**src/rtl/wb_periph_decoder_if.sv**
```systemverilog
// wb_periph_decoder_if: master-side and slave-side Wishbone signals of the peripheral decoder.
// The slave modport is the decoder's view; the master modport is the surrounding SoC/bench view.
interface wb_periph_decoder_if #(
  parameter int NUM_SLAVES = 4,
  parameter int ADDR_W = 32
);
  logic                    wbm_cyc_i;
  logic                    wbm_stb_i;
  logic                    wbm_we_i;
  logic [3:0]              wbm_sel_i;
  logic [ADDR_W-1:0]       wbm_adr_i;
  logic [31:0]             wbm_dat_i;
  logic                    wbm_ack_o;
  logic [31:0]             wbm_dat_o;
  logic [NUM_SLAVES-1:0]   wbs_cyc_o;
  logic [NUM_SLAVES-1:0]   wbs_stb_o;
  logic                    wbs_we_o;
  logic [3:0]              wbs_sel_o;
  logic [ADDR_W-1:0]       wbs_adr_o;
  logic [31:0]             wbs_dat_o;
  logic [NUM_SLAVES-1:0]   wbs_ack_i;
  logic [32*NUM_SLAVES-1:0] wbs_dat_i;
  modport slave (
    input  wbm_cyc_i, wbm_stb_i, wbm_we_i, wbm_sel_i, wbm_adr_i, wbm_dat_i, wbs_ack_i, wbs_dat_i,
    output wbm_ack_o, wbm_dat_o, wbs_cyc_o, wbs_stb_o, wbs_we_o, wbs_sel_o, wbs_adr_o, wbs_dat_o
  );
  modport master (
    output wbm_cyc_i, wbm_stb_i, wbm_we_i, wbm_sel_i, wbm_adr_i, wbm_dat_i, wbs_ack_i, wbs_dat_i,
    input  wbm_ack_o, wbm_dat_o, wbs_cyc_o, wbs_stb_o, wbs_we_o, wbs_sel_o, wbs_adr_o, wbs_dat_o
  );
endinterface

```
**src/rtl/wb_periph_decoder.sv**
```systemverilog
// wb_periph_decoder: one Wishbone master to NUM_SLAVES peripherals with an internal default slave.
// Define WB_DEC_TIMEOUT_EN to compile in the no-ack watchdog.
module wb_periph_decoder #(
  parameter int              NUM_SLAVES     = 4,
  parameter int              ADDR_W         = 32,
  parameter int              SEL_LSB        = 8,
  parameter int              SEL_W          = 12,
  parameter logic [SEL_W-1:0] BASE_SEL      = 12'hE00,
  parameter logic [31:0]     DEFAULT_DATA   = 32'hDEAD_BEEF,
  parameter int              TIMEOUT_CYCLES = 16,
  parameter logic [31:0]     TIMEOUT_DATA   = 32'hBADC_0DE0
) (
  input  logic               clk,
  input  logic               rst_n,
  wb_periph_decoder_if.slave bus,
  output logic               timeout_o,
  output logic [7:0]         err_cnt_o
);
  localparam int IW = NUM_SLAVES > 1 ? $clog2(NUM_SLAVES) : 1;
  typedef enum logic [1:0] {IDLE, ACTIVE, DFLT, RESP} state_t;
  state_t                state_q, state_d;
  logic [IW-1:0]         idx_q, idx_d;
  logic [NUM_SLAVES-1:0] stb_q, stb_d;
  logic                  we_q, we_d;
  logic [3:0]            sel_q, sel_d;
  logic [ADDR_W-1:0]     adr_q, adr_d;
  logic [31:0]           wdat_q, wdat_d;
  logic [31:0]           rdat_q, rdat_d;
  logic                  ack_q, ack_d;
  logic [7:0]            err_q, err_d;
  logic [SEL_W-1:0]      diff;
  logic                  req, hit, sack;
  logic [31:0]           sdat;
  logic [7:0]            err_inc;
`ifdef WB_DEC_TIMEOUT_EN
  localparam int CW = $clog2(TIMEOUT_CYCLES);
  logic [CW-1:0]         cnt_q, cnt_d;
  logic                  pend_q, pend_d;
  logic                  to_q, to_d;
`endif
  assign req     = bus.wbm_cyc_i & bus.wbm_stb_i;
  assign diff    = bus.wbm_adr_i[SEL_LSB +: SEL_W] - BASE_SEL;
  assign hit     = diff < SEL_W'(NUM_SLAVES);
  assign sack    = bus.wbs_ack_i[idx_q];
  assign sdat    = bus.wbs_dat_i[idx_q*32 +: 32];
  assign err_inc = err_q + {7'd0, err_q != 8'hFF};
  always_comb begin
    state_d = state_q;
    idx_d   = idx_q;
    stb_d   = stb_q;
    we_d    = we_q;
    sel_d   = sel_q;
    adr_d   = adr_q;
    wdat_d  = wdat_q;
    rdat_d  = rdat_q;
    ack_d   = 1'b0;
    err_d   = err_q;
`ifdef WB_DEC_TIMEOUT_EN
    cnt_d   = cnt_q;
    pend_d  = pend_q;
    to_d    = 1'b0;
`endif
    case (state_q)
      IDLE: if (req) begin
        we_d   = bus.wbm_we_i;
        sel_d  = bus.wbm_sel_i;
        adr_d  = bus.wbm_adr_i;
        wdat_d = bus.wbm_dat_i;
        if (hit) begin
          idx_d   = diff[IW-1:0];
          stb_d   = NUM_SLAVES'(1) << diff[IW-1:0];
          state_d = ACTIVE;
`ifdef WB_DEC_TIMEOUT_EN
          cnt_d   = '0;
          pend_d  = 1'b0;
`endif
        end else begin
          ack_d   = 1'b1;
          rdat_d  = DEFAULT_DATA;
          err_d   = err_inc;
          state_d = DFLT;
        end
      end
      ACTIVE: begin
        if (!bus.wbm_cyc_i) begin
          stb_d   = '0;
          state_d = IDLE;
        end
`ifdef WB_DEC_TIMEOUT_EN
        else if (pend_q) begin
          ack_d   = 1'b1;
          rdat_d  = TIMEOUT_DATA;
          to_d    = 1'b1;
          err_d   = err_inc;
          state_d = RESP;
        end
`endif
        else if (sack) begin
          ack_d   = 1'b1;
          rdat_d  = sdat;
          stb_d   = '0;
          state_d = RESP;
        end
`ifdef WB_DEC_TIMEOUT_EN
        else if (cnt_q == CW'(TIMEOUT_CYCLES - 1)) begin
          stb_d  = '0;
          pend_d = 1'b1;
        end else cnt_d = cnt_q + 1'b1;
`endif
      end
      DFLT:    state_d = bus.wbm_cyc_i ? RESP : IDLE;
      default: state_d = IDLE;
    endcase
  end
  always_ff @(posedge clk or negedge rst_n) begin
    if (!rst_n) begin
      state_q <= IDLE;
      idx_q   <= '0;
      stb_q   <= '0;
      we_q    <= 1'b0;
      sel_q   <= '0;
      adr_q   <= '0;
      wdat_q  <= '0;
      rdat_q  <= '0;
      ack_q   <= 1'b0;
      err_q   <= '0;
`ifdef WB_DEC_TIMEOUT_EN
      cnt_q   <= '0;
      pend_q  <= 1'b0;
      to_q    <= 1'b0;
`endif
    end else begin
      state_q <= state_d;
      idx_q   <= idx_d;
      stb_q   <= stb_d;
      we_q    <= we_d;
      sel_q   <= sel_d;
      adr_q   <= adr_d;
      wdat_q  <= wdat_d;
      rdat_q  <= rdat_d;
      ack_q   <= ack_d;
      err_q   <= err_d;
`ifdef WB_DEC_TIMEOUT_EN
      cnt_q   <= cnt_d;
      pend_q  <= pend_d;
      to_q    <= to_d;
`endif
    end
  end
  assign bus.wbm_ack_o = ack_q;
  assign bus.wbm_dat_o = rdat_q;
  assign bus.wbs_cyc_o = stb_q;
  assign bus.wbs_stb_o = stb_q;
  assign bus.wbs_we_o  = we_q;
  assign bus.wbs_sel_o = sel_q;
  assign bus.wbs_adr_o = adr_q;
  assign bus.wbs_dat_o = wdat_q;
  assign err_cnt_o     = err_q;
`ifdef WB_DEC_TIMEOUT_EN
  assign timeout_o     = to_q;
`else
  assign timeout_o     = 1'b0;
`endif
endmodule

```
**src/flat_wrapper.sv**
```systemverilog
// flat-port wrapper written by rule: the top's interface ports become plain ports
module wb_periph_decoder_flat 
#(
  parameter int              NUM_SLAVES     = 4,
  parameter int              ADDR_W         = 32,
  parameter int              SEL_LSB        = 8,
  parameter int              SEL_W          = 12,
  parameter logic [SEL_W-1:0] BASE_SEL      = 12'hE00,
  parameter logic [31:0]     DEFAULT_DATA   = 32'hDEAD_BEEF,
  parameter int              TIMEOUT_CYCLES = 16,
  parameter logic [31:0]     TIMEOUT_DATA   = 32'hBADC_0DE0
)
  (clk, rst_n, timeout_o, err_cnt_o, bus_wbm_cyc_i, bus_wbm_stb_i, bus_wbm_we_i, bus_wbm_sel_i, bus_wbm_adr_i, bus_wbm_dat_i, bus_wbs_ack_i, bus_wbs_dat_i, bus_wbm_ack_o, bus_wbm_dat_o, bus_wbs_cyc_o, bus_wbs_stb_o, bus_wbs_we_o, bus_wbs_sel_o, bus_wbs_adr_o, bus_wbs_dat_o);
  wb_periph_decoder_if #(.NUM_SLAVES(NUM_SLAVES), .ADDR_W(ADDR_W)) bus_i ();
  input  logic clk;
  input  logic rst_n;
  output logic timeout_o;
  output logic [7:0] err_cnt_o;
  input wire logic [$bits(bus_i.wbm_cyc_i)-1:0] bus_wbm_cyc_i;
  input wire logic [$bits(bus_i.wbm_stb_i)-1:0] bus_wbm_stb_i;
  input wire logic [$bits(bus_i.wbm_we_i)-1:0] bus_wbm_we_i;
  input wire logic [$bits(bus_i.wbm_sel_i)-1:0] bus_wbm_sel_i;
  input wire logic [$bits(bus_i.wbm_adr_i)-1:0] bus_wbm_adr_i;
  input wire logic [$bits(bus_i.wbm_dat_i)-1:0] bus_wbm_dat_i;
  input wire logic [$bits(bus_i.wbs_ack_i)-1:0] bus_wbs_ack_i;
  input wire logic [$bits(bus_i.wbs_dat_i)-1:0] bus_wbs_dat_i;
  output wire logic [$bits(bus_i.wbm_ack_o)-1:0] bus_wbm_ack_o;
  output wire logic [$bits(bus_i.wbm_dat_o)-1:0] bus_wbm_dat_o;
  output wire logic [$bits(bus_i.wbs_cyc_o)-1:0] bus_wbs_cyc_o;
  output wire logic [$bits(bus_i.wbs_stb_o)-1:0] bus_wbs_stb_o;
  output wire logic [$bits(bus_i.wbs_we_o)-1:0] bus_wbs_we_o;
  output wire logic [$bits(bus_i.wbs_sel_o)-1:0] bus_wbs_sel_o;
  output wire logic [$bits(bus_i.wbs_adr_o)-1:0] bus_wbs_adr_o;
  output wire logic [$bits(bus_i.wbs_dat_o)-1:0] bus_wbs_dat_o;
  assign bus_i.wbm_cyc_i = bus_wbm_cyc_i;
  assign bus_i.wbm_stb_i = bus_wbm_stb_i;
  assign bus_i.wbm_we_i = bus_wbm_we_i;
  assign bus_i.wbm_sel_i = bus_wbm_sel_i;
  assign bus_i.wbm_adr_i = bus_wbm_adr_i;
  assign bus_i.wbm_dat_i = bus_wbm_dat_i;
  assign bus_i.wbs_ack_i = bus_wbs_ack_i;
  assign bus_i.wbs_dat_i = bus_wbs_dat_i;
  assign bus_wbm_ack_o = bus_i.wbm_ack_o;
  assign bus_wbm_dat_o = bus_i.wbm_dat_o;
  assign bus_wbs_cyc_o = bus_i.wbs_cyc_o;
  assign bus_wbs_stb_o = bus_i.wbs_stb_o;
  assign bus_wbs_we_o = bus_i.wbs_we_o;
  assign bus_wbs_sel_o = bus_i.wbs_sel_o;
  assign bus_wbs_adr_o = bus_i.wbs_adr_o;
  assign bus_wbs_dat_o = bus_i.wbs_dat_o;
  wb_periph_decoder #(.NUM_SLAVES(NUM_SLAVES), .ADDR_W(ADDR_W), .SEL_LSB(SEL_LSB), .SEL_W(SEL_W), .BASE_SEL(BASE_SEL), .DEFAULT_DATA(DEFAULT_DATA), .TIMEOUT_CYCLES(TIMEOUT_CYCLES), .TIMEOUT_DATA(TIMEOUT_DATA)) u_core (.clk(clk), .rst_n(rst_n), .bus(bus_i), .timeout_o(timeout_o), .err_cnt_o(err_cnt_o));
endmodule
```
**config.mk**
```make
export PLATFORM = sky130hd
export DESIGN_NAME = wb_periph_decoder_flat
export DESIGN_NICKNAME = d
export VERILOG_FILES = /design/src/rtl/wb_periph_decoder_if.sv /design/src/rtl/wb_periph_decoder.sv /design/src/flat_wrapper.sv
export SDC_FILE = /design/constraint.sdc
export NUM_CORES = 1
export LEC_CHECK = 0
export BUFFER_PORTS_ARGS = -buffer_cell sky130_fd_sc_hd__buf_2
export CAP_MARGIN = 20
export CELL_PAD_IN_SITES_DETAIL_PLACEMENT = 0
export CELL_PAD_IN_SITES_GLOBAL_PLACEMENT = 1
export CORE_ASPECT_RATIO = 1.25
export CORE_MARGIN = 1
export CORE_UTILIZATION = 35
export DETAILED_ROUTE_END_ITERATION = 8
export PLACE_DENSITY_LB_ADDON = 0.12
export SLEW_MARGIN = 40
export SYNTH_ARGS = -nofsm -noshare
export SYNTH_HDL_FRONTEND = slang
export SYNTH_SLANG_ARGS = --single-unit
```
**constraint.sdc**
```tcl
create_clock -name clk -period 6.2 [get_ports clk]
set_input_delay 0.31 -clock clk [delete_from_list [all_inputs] [get_ports clk]]
set_output_delay 0.31 -clock clk [all_outputs]
set_load 0.02 [all_outputs]
```
== Word level (Yosys, flattened, before mapping) ==
Index checks and enable logic that the tools add are counted.
W data, S select, Z words.

* Register bits: 118
* Input bits: 205
* Output and inout port bits: 119
* Logic and storage cells: 58

* $add $sub $neg: 2
* Magnitude comparators: 2
* Equal/unequal tests: 9
* Shift operators: 2
* Muxes and demuxes: 23
* Bitwise gates (word level): 2
* Reduce and logical (&&, ||, !) cells: 8

{| class="wikitable"
|+ Operator list
! operator !! number
|-
| $mux W32 || 4
|-
| $shiftx A128 B8 Y32 || 1
|-
| $pmux W32 S2 || 1
|-
| $mux W4 || 4
|-
| $lt A12 B3 Y1 const B || 1
|-
| $sub A12 B12 Y12 const B || 1
|-
| $mux W2 || 5
|-
| $add A8 B1 Y8 || 1
|-
| $ne A8 B8 Y1 const B || 1
|-
| $pmux W4 S2 || 1
|-
| $ne A2 B1 Y1 const B || 3
|-
| $pmux W2 S3 || 1
|-
| $reduce_and A3 Y1 || 2
|-
| $mux W1 || 5
|-
| $reduce_and A5 Y1 || 1
|-
| $ne A2 B2 Y1 const B || 2
|-
| $reduce_and A2 Y1 || 2
|-
| $reduce_and A4 Y1 || 1
|-
| $shl A1 B2 Y4 const A || 1
|-
| $lt A2 B3 Y1 const B || 1
|-
| $ne A3 B2 Y1 const B || 1
|-
| $bmux W1 S2 || 1
|-
| $eq A2 B1 Y1 const B || 1
|-
| $eq A2 B2 Y1 const B || 1
|-
| other kinds (5) || 5
|}

== Logic depth before layout (Yosys ltp) ==
Gate-level depths: netlist of the first run.

* Word-level depth: 5
* Gate-level depth with buffers: 9
* Depth with buffers taken out: 9

== Least setup slack after synthesis of the first run ==
No wires, ideal clock.

* Path kind: register to register
* Start point: reg u_core.idx_q[0]
* End point: reg u_core.rdat_q[0], in the netlist u_core.bus.wbm_dat_o[0]
* Setup time: 0.125 ns
* Data arrival time: 1.813 ns
* Data required time: 6.075 ns
* Path slack: 4.262 ns
* Stages on the path, launching flop included: 8
* Buffers on the path: 3
* Period minus slack after synthesis: 1.938 ns
* Cell sequence: dfrtp_1 buf_6 mux4_2 a21bo_1 o211a_1 buf_6 buf_6 mux2_4

* Word-level cells in the longest chain between the ends: 4
* Elaborated cells on any way between the ends: 8
* Those cells by class: eq/ne (1); shift (1); mux (5); reduce/logical (1)

{| class="wikitable"
|+ RTL lines
! element !! RTL line !! text
|-
| start, declared || wb_periph_decoder.sv:22 || <nowiki>logic [IW-1:0] idx_q, idx_d;</nowiki>
|-
| start signal, assigned || wb_periph_decoder.sv:134 || <nowiki>idx_q <= idx_d;</nowiki>
|-
| $shiftx A128 B8 Y32 / $bmux W1 S2 (equally long branches) || wb_periph_decoder.sv:45, wb_periph_decoder.sv:44 ||
|-
| $mux W32 / $mux W1 (equally long branches) || wb_periph_decoder.sv:98, wb_periph_decoder.sv:44 ||
|-
| $mux W32 / $ne A2 B1 Y1 (equally long branches) || n/a ||
|-
| $pmux W32 S2 / $reduce_and A5 Y1 (equally long branches) || n/a ||
|-
| end signal, assigned || wb_periph_decoder.sv:140 || <nowiki>rdat_q <= rdat_d;</nowiki>
|-
| end, declared || wb_periph_decoder.sv:28 || <nowiki>logic [31:0] rdat_q, rdat_d;</nowiki>
|}

Several ways; a longest one is shown, not always the timed one. The select of a mux whose other input is x is not followed.
A chain may end at the register's enable or synchronous reset.

== Worst setup path in the final report of the first run ==
* Start point: reg u_core.idx_q[0]
* End point: reg u_core.rdat_q[28], in the netlist u_core.bus.wbm_dat_o[28]

Same word-level chain as after synthesis.

==> flow_summary_export.csv, run 1 <==
group,metric,value,unit
grt,grt_pass1_vias,5372,
die,ios,324,
pwr,leakagePower,4.21,nW
timing,worst_pin_slew,804,ps
drt,drt_wl_total,17.0,mm
setup_path,slowest_delay,840,ps
flow_run,maxCapViolCount,0,
pwr,switching_share,38.3,%
synth,synth_edf_count,0,
die,fp-row-count,52,
timing,fin_crit_sh,40.4,%
clock_network,clock_latency,410,ps
grt,top_usage_layer,"met2",
setup_path,cp-start-kind,"register",
finish,drive_gt1_share,49.5,%
timing,finalHoldViolations,0,
synth,yosysMostFrequentCell,"nand2_1",
worst_hold_path,min_from,"bus_wbm_adr_i[4]",
clock_network,h-tree-depth,4,
setup_path,worstPathRequired,6490,ps
setup_path,cp_cell_sequence,"mux4_2, a21bo_1, o211a_4, mux2_4",
setup_path,cp_max_fo,34,
grt,grt-ovfl-total,0,
synth,yosys_warnings,0,
timing,finalCriticalPeriod,2510,ps
drt,first_pass_iters,5,
setup_path,cp_top_family,"multiplexers",
drt,routed_via_density,4.62,
setup_path,crit_start,"u_core.idx_q[0]",
timing,finalSetupViolCount,0,
clock_network,cts_tree,"done",
timing,final.setup.tns,0,ps
pwr,internal-power,0.00234,W
clock_network,cts_resized,0,
drt,ant_nets,0,
grt,grt_max_degree,77,
synth,yosysTopAreaCell,"dfrtp_1",
placed_design,gp_congestion,0.777,
setup_path,endpoint_kind,"register",
drt,wl_per_cell,15.7,um
clock_network,clockRootBuffer,"clkbuf_16",
synth,synth_ff_type,"dfrtp_1",
grt,grt_pass1_wl,27.0,mm
timing,drv_slew,0,
outcome,status,"completed",
finish,multiInputGateArea,0.00265,sq mm
die,dieWidth,117,um
drt,route.detailed.drc,0,
clock_network,cts_setup_buffers,0,
synth,avgSynthCellArea,10.8,sq um
die,start_util,35.8,%
timing,rsz0062_at_grt,"no",
grt,grtUsageMet1,21.8,%
setup_path,cpMaxStageDelayCell,"dfrtp_4",
synth,synth_cells,539,
die,die_height,146,um
clock_network,cts_sinks,118,
pwr,powerDensity,462,mW/mm^2
synth,yosysTopAreaCellShare,50.7,%
finish,area_growth,41.0,%
drt,drt_iter0_drc,215,
pwr,ir_drop,0.000192,V
finish,final_nets,1060,
clock_network,cts_hold_buf,1,
clock_network,ctsLongestPathBuffers,2,
clock_network,cts_inserted_buffers,17,
worst_hold_path,hold_path.class,"in2reg",
synth,synthTopCellsByArea,"dfrtp_1 (51%), nand2_1 (15%), mux4_2 (13%), mux2_4 (5.7%), nand2b_1 (2.7%)",
setup_path,crit_type,"reg2reg",
synth,synth_async_sr_flop_share,100,%
synth,synth_area,0.00583,sq mm
setup_path,worstReg2RegStart,"u_core.idx_q[0]",
clock_network,clk_pin_slew,60,ps
placed_design,port_buffers,322,
synth,synth_cell_types,34,
grt,use_met2,37.4,%
grt,antenna_found_initial,3,
setup_path,ff2ff_setup_slack,3690,ps
synth,yosysSeqAreaShare,50.7,%
die,coreArea,0.0163,sq mm
pwr,combinationalPowerShare,38.6,%
timing,clock.fmax,399,MHz
die,dieArea,0.0172,sq mm
setup_path,path_buf_inv,0,
synth,yosys_register_bits,118,
timing,relSlewSlack,46.4,%
pwr,p_sw,0.00146,W
finish,regArea,0.00296,sq mm
pwr,seq_power_share,33.8,%
synth,mappedNetlistNets,750,
placed_design,hpwl,12.8,mm
timing,fin_skew,6.55,ps
synth,yosys-top-cells-count,"nand2_1 (226), dfrtp_1 (118), mux4_2 (33)",
grt,grtUsageTotal,20.4,%
setup_path,worstPathArrival,2790,ps
timing,worst_slack,3690,ps
placed_design,pre_cts_ws,3660,ps
drt,vias,4981,
finish,fillerInstances,1575,
pwr,power_frac_clock,27.6,%
grt,use_met3,5.98,%
## through the flow
stage / hold WS, ps / power [W] / util [%] / instance area [sq um] / std cells
finish: 89.3 / 0.00380 / 50.5 / 8220 / 1079
global route: 85.0 / 0.00403 / 50.5 / 8220 / 1078
CTS: 71.2 / 0.00386 / 50.5 / 8210 / 1078
detailed placement: 434 / 0.00278 / 46.5 / 7570 / 1045
global placement: 425 / 0.00275 / 46.5 / 7560 / 1045
floorplan: 14.4 / 0.00224 / - / 5830 / 539
## power groups by stage
stage | registers, W | logic [W] | clock network (W)
finish | 0.00128 | 0.00147 | 0.00105
detailed placement | 0.00129 | 0.00149 | 0
floorplan | 0.00167 | 0.000562 | 0
global placement | 0.00128 | 0.00146 | 0
CTS | 0.00129 | 0.00149 | 0.00108
global route | 0.00133 | 0.00160 | 0.00111
## cell usage in the layout, fill, tap and decap left out, types with 2 or more instances in the layout
| cell | instances |
|---|---|
| mux2i_1 | 8 |
| clkinv_2 | 3 |
| nand2b_1 | 25 |
| nand2_1 | 226 |
| buf_6 | 2 |
| nand3_1 | 7 |
| buf_2 | 321 |
| nand4_1 | 3 |
| bufinv_16 | 4 |
| nor3b_1 | 4 |
| mux4_2 | 33 |
| inv_1 | 11 |
| nor2_1 | 4 |
| clkbuf_8 | 2 |
| clkbuf_16 | 17 |
| and3_1 | 2 |
| buf_4 | 4 |
| dfrtp_1 | 117 |
| xnor2_1 | 7 |
| mux2_2 | 10 |
| mux2_4 | 22 |
| clkinvlp_4 | 3 |
| ha_1 | 6 |
## worst reg2reg max path: stages (launching register included)
cell,delay [ps]
dfrtp_4,840
mux4_2,630
a21bo_1,220
o211a_4,310
mux2_4,400
## sequential cells by signal, indices dropped and copies added, names as in the netlist, 2 cells and up
register	count
u_core.bus.wbm_dat_o	32
u_core.bus.wbs_adr_o	32
u_core.bus.wbs_cyc_o	4
u_core.bus.wbs_dat_o	32
u_core.bus.wbs_sel_o	4
u_core.err_cnt_o	8
u_core.idx_q	2
u_core.state_q	2
## path summary, 6_finish.rpt
check	to	depth (start not counted)
hold / removal	u_core.bus.wbs_adr_o[4]	3
setup / recovery	u_core.bus.wbm_dat_o[28]	4
min in group asynchronous	u_core.bus.wbs_sel_o[0]	2
setup reg to reg	u_core.bus.wbm_dat_o[28]	4
hold reg to reg	u_core.bus.wbs_adr_o[29]	2
max in group asynchronous	u_core.idx_q[0]	3
## logic make-up after synthesis
family / count (synthesis) / share of synthesized area, %
adders and majority gates: 6 / 1.29
buffers and inverters: 48 / 4.12
AOI/OAI and AO/OA: 8 / 1.10
xor gates and xnor gates: 7 / 1.05
other: 1 / 0.0643
muxes: 73 / 21.7
and+or+nand+nor: 278 / 20.0
DFF: 118 / 50.7
## layer usage
metal	up-vias	share of wire (%)
met4	2	1.9
met2	227	53
met5	-	0.077
met1	2336	38
met3	21	7.4
li1	2395	-
## area by class of cell
class,count,area share (%)
well taps,216,3.29
inverters,11,0.502
multi-input cells,373,32.2
diodes,1,0.0304
clock buffers,20,5.56
flip-flops and latches,118,36.0
clock inverters,12,2.13
repair buffers,328,20.3
No activity file was read; power rests on OpenSTA's default activity.
==> inputs of run 2 (changes only) <==
- CORE_UTILIZATION: 35 -> 33
- clock period: 6.2 -> 2.45 ns (I/O delays scaled with it)
==> flow_summary_export.csv, run 2 (synthesized netlist as in run 1, its figures left out) <==
group,metric,value,unit
grt,grtUsageTotal,19.6,%
finish,regArea,0.00295,sq mm
timing,clock.fmax,462,MHz
finish,layout_common_cells,"buf_2 (321), nand2_1 (226), dfrtp_1 (117), dlygate4sd3_1 (70), mux4_2 (33)",
clock_network,cts_resized,0,
setup_path,cpMaxStageDelayCell,"a21oi_1",
placed_design,gp_congestion,0.771,
grt,antenna_found_initial,3,
timing,fin_crit_sh,88.3,%
setup_path,cp_max_fo,38,
clock_network,clockRootBuffer,"clkbuf_16",
grt,grt_pass1_vias,5472,
pwr,powerDensity,1070,mW/mm^2
timing,finalSetupViolCount,0,
outcome,status,"completed",
drt,drt_wl_total,17.3,mm
drt,drt_iter0_drc,210,
finish,n_antenna_cell,0,
drt,routed_via_density,4.55,
pwr,leakagePower,4.52,nW
timing,fin_skew,9.86,ps
clock_network,ctsLongestPathBuffers,2,
grt,grt_max_degree,71,
finish,layout_commonest_cell,"buf_2",
clock_network,cts_inserted_buffers,17,
die,die_height,151,um
drt,vias,5264,
setup_path,crit_type,"reg2reg",
finish,fillerInstances,1584,
setup_path,endpoint_kind,"register",
timing,drv_slew,0,
drt,ant_nets,0,
placed_design,port_buffers,322,
clock_network,h-tree-depth,4,
setup_path,path_buf_inv,2,
setup_path,worstPathArrival,2450,ps
finish,drive_gt1_share,46.2,%
setup_path,worstPathRequired,2730,ps
timing,worst_pin_slew,766,ps
die,coreArea,0.0170,sq mm
clock_network,clock_latency,400,ps
drt,wl_per_cell,15.0,um
finish,final_nets,1137,
clock_network,clk_pin_slew,50,ps
drt,first_pass_iters,4,
grt,grt_pass1_wl,27.1,mm
timing,finalCriticalPeriod,2160,ps
finish,final_util,52.5,%
timing,final.setup.tns,0,ps
drt,route.detailed.drc,0,
setup_path,cp-start-kind,"register",
die,fp-row-count,53,
setup_path,slowest_delay,420,ps
setup_path,cp_top_family,"compound AO/OA/AOI/OAI gates",
finish,area_growth,53.6,%
worst_hold_path,hold_path.class,"in2reg",
clock_network,cts_tree,"done",
setup_path,cpMostUsedCell,"buf_4",
die,dieArea,0.0182,sq mm
die,ios,324,
finish,multiInputGateArea,0.00265,sq mm
setup_path,ff2ff_setup_slack,290,ps
die,dieWidth,121,um
die,start_util,34.2,%
clock_network,cts_sinks,118,
setup_path,cp_cell_sequence,"buf_4, ha_1, buf_4, nand2_1, o2bb2ai_1, a21oi_1, mux2_2",
placed_design,hpwl,12.9,mm
timing,relSlewSlack,49.0,%
pwr,ir_drop,0.000495,V
timing,finalHoldViolations,0,
timing,rsz0062_at_grt,"no",
flow_run,maxCapViolCount,0,
grt,grt-ovfl-total,0,
-- run 2: changes by cell type in the layout (fill, tap and decap cells not counted), moves of 2 or more --
cell	delta
clkbuf_8	+2
buf_6	-2
dlygate4sd3_1	+69
buf_4	+9
-- run 2: layer usage --
metal	global-route usage (%)	up-vias	share of wire (%)
met5	0	-	0.075
met4	6.23	2	1.5
met3	5.83	18	7.6
met2	35.3	227	52
met1	21.9	2469	38
li1	-	2548	-
-- run 2: power by group --
part | leakage, nW | total (W) | switching [W] | internal (W)
combinational | 2.83 | 0.00385 | 0.00235 | 0.00150
clock | 0.290 | 0.00254 | 0.000845 | 0.00169
sequential | 1.41 | 0.00324 | 0.000464 | 0.00277
-- run 2: final timing paths --
check / startpoint / end / cells after the start
worst max-delay path: u_core.state_q[0] / u_core.bus.wbs_cyc_o[3] / 7
worst min-delay path: bus_wbm_cyc_i / u_core.bus.wbm_ack_o / 3
worst max register to register: u_core.state_q[0] / u_core.bus.wbs_cyc_o[3] / 7
worst min register to register: u_core.bus.wbs_adr_o[27] / u_core.bus.wbs_adr_o[27] / 2
max in group asynchronous: rst_n / u_core.bus.wbs_dat_o[2] / 3
min in group asynchronous: rst_n / u_core.bus.wbs_dat_o[30] / 2
-- run 2: cell type report --
class	instances	area share, %
inverters	11	0.461
clock buffers	22	5.41
flip-flops and latches	118	33.0
well taps	220	3.08
clock inverters	8	1.37
multi-input cells	373	29.6
repair buffers	405	27.1
-- run 2: through the flow --
stage	total power, W	setup slack (ps)	hold WS (ps)	instance area, sq um	instances
floorplan	0.00566	512	-173	5830	539
global placement	0.00698	108	161	7640	1057
detailed placement	0.00708	254	161	7640	1057
CTS	0.00976	250	15.0	8950	1157
global route	0.0103	125	27.8	8950	1157
finish	0.00962	286	44.3	8950	1157
-- run 2: timing repair --
item | CTS | global route
endpoints found under the hold margin | 111 | 0
buffers inserted | 0 | 0
hold buffers | 70 | 0
-- run 2: worst reg2reg max path: stages, from the launching register on --
cell	delay, ps
dfrtp_1	370
buf_4	140
ha_1	220
buf_4	260
nand2_1	120
o2bb2ai_1	120
a21oi_1	420
mux2_2	390
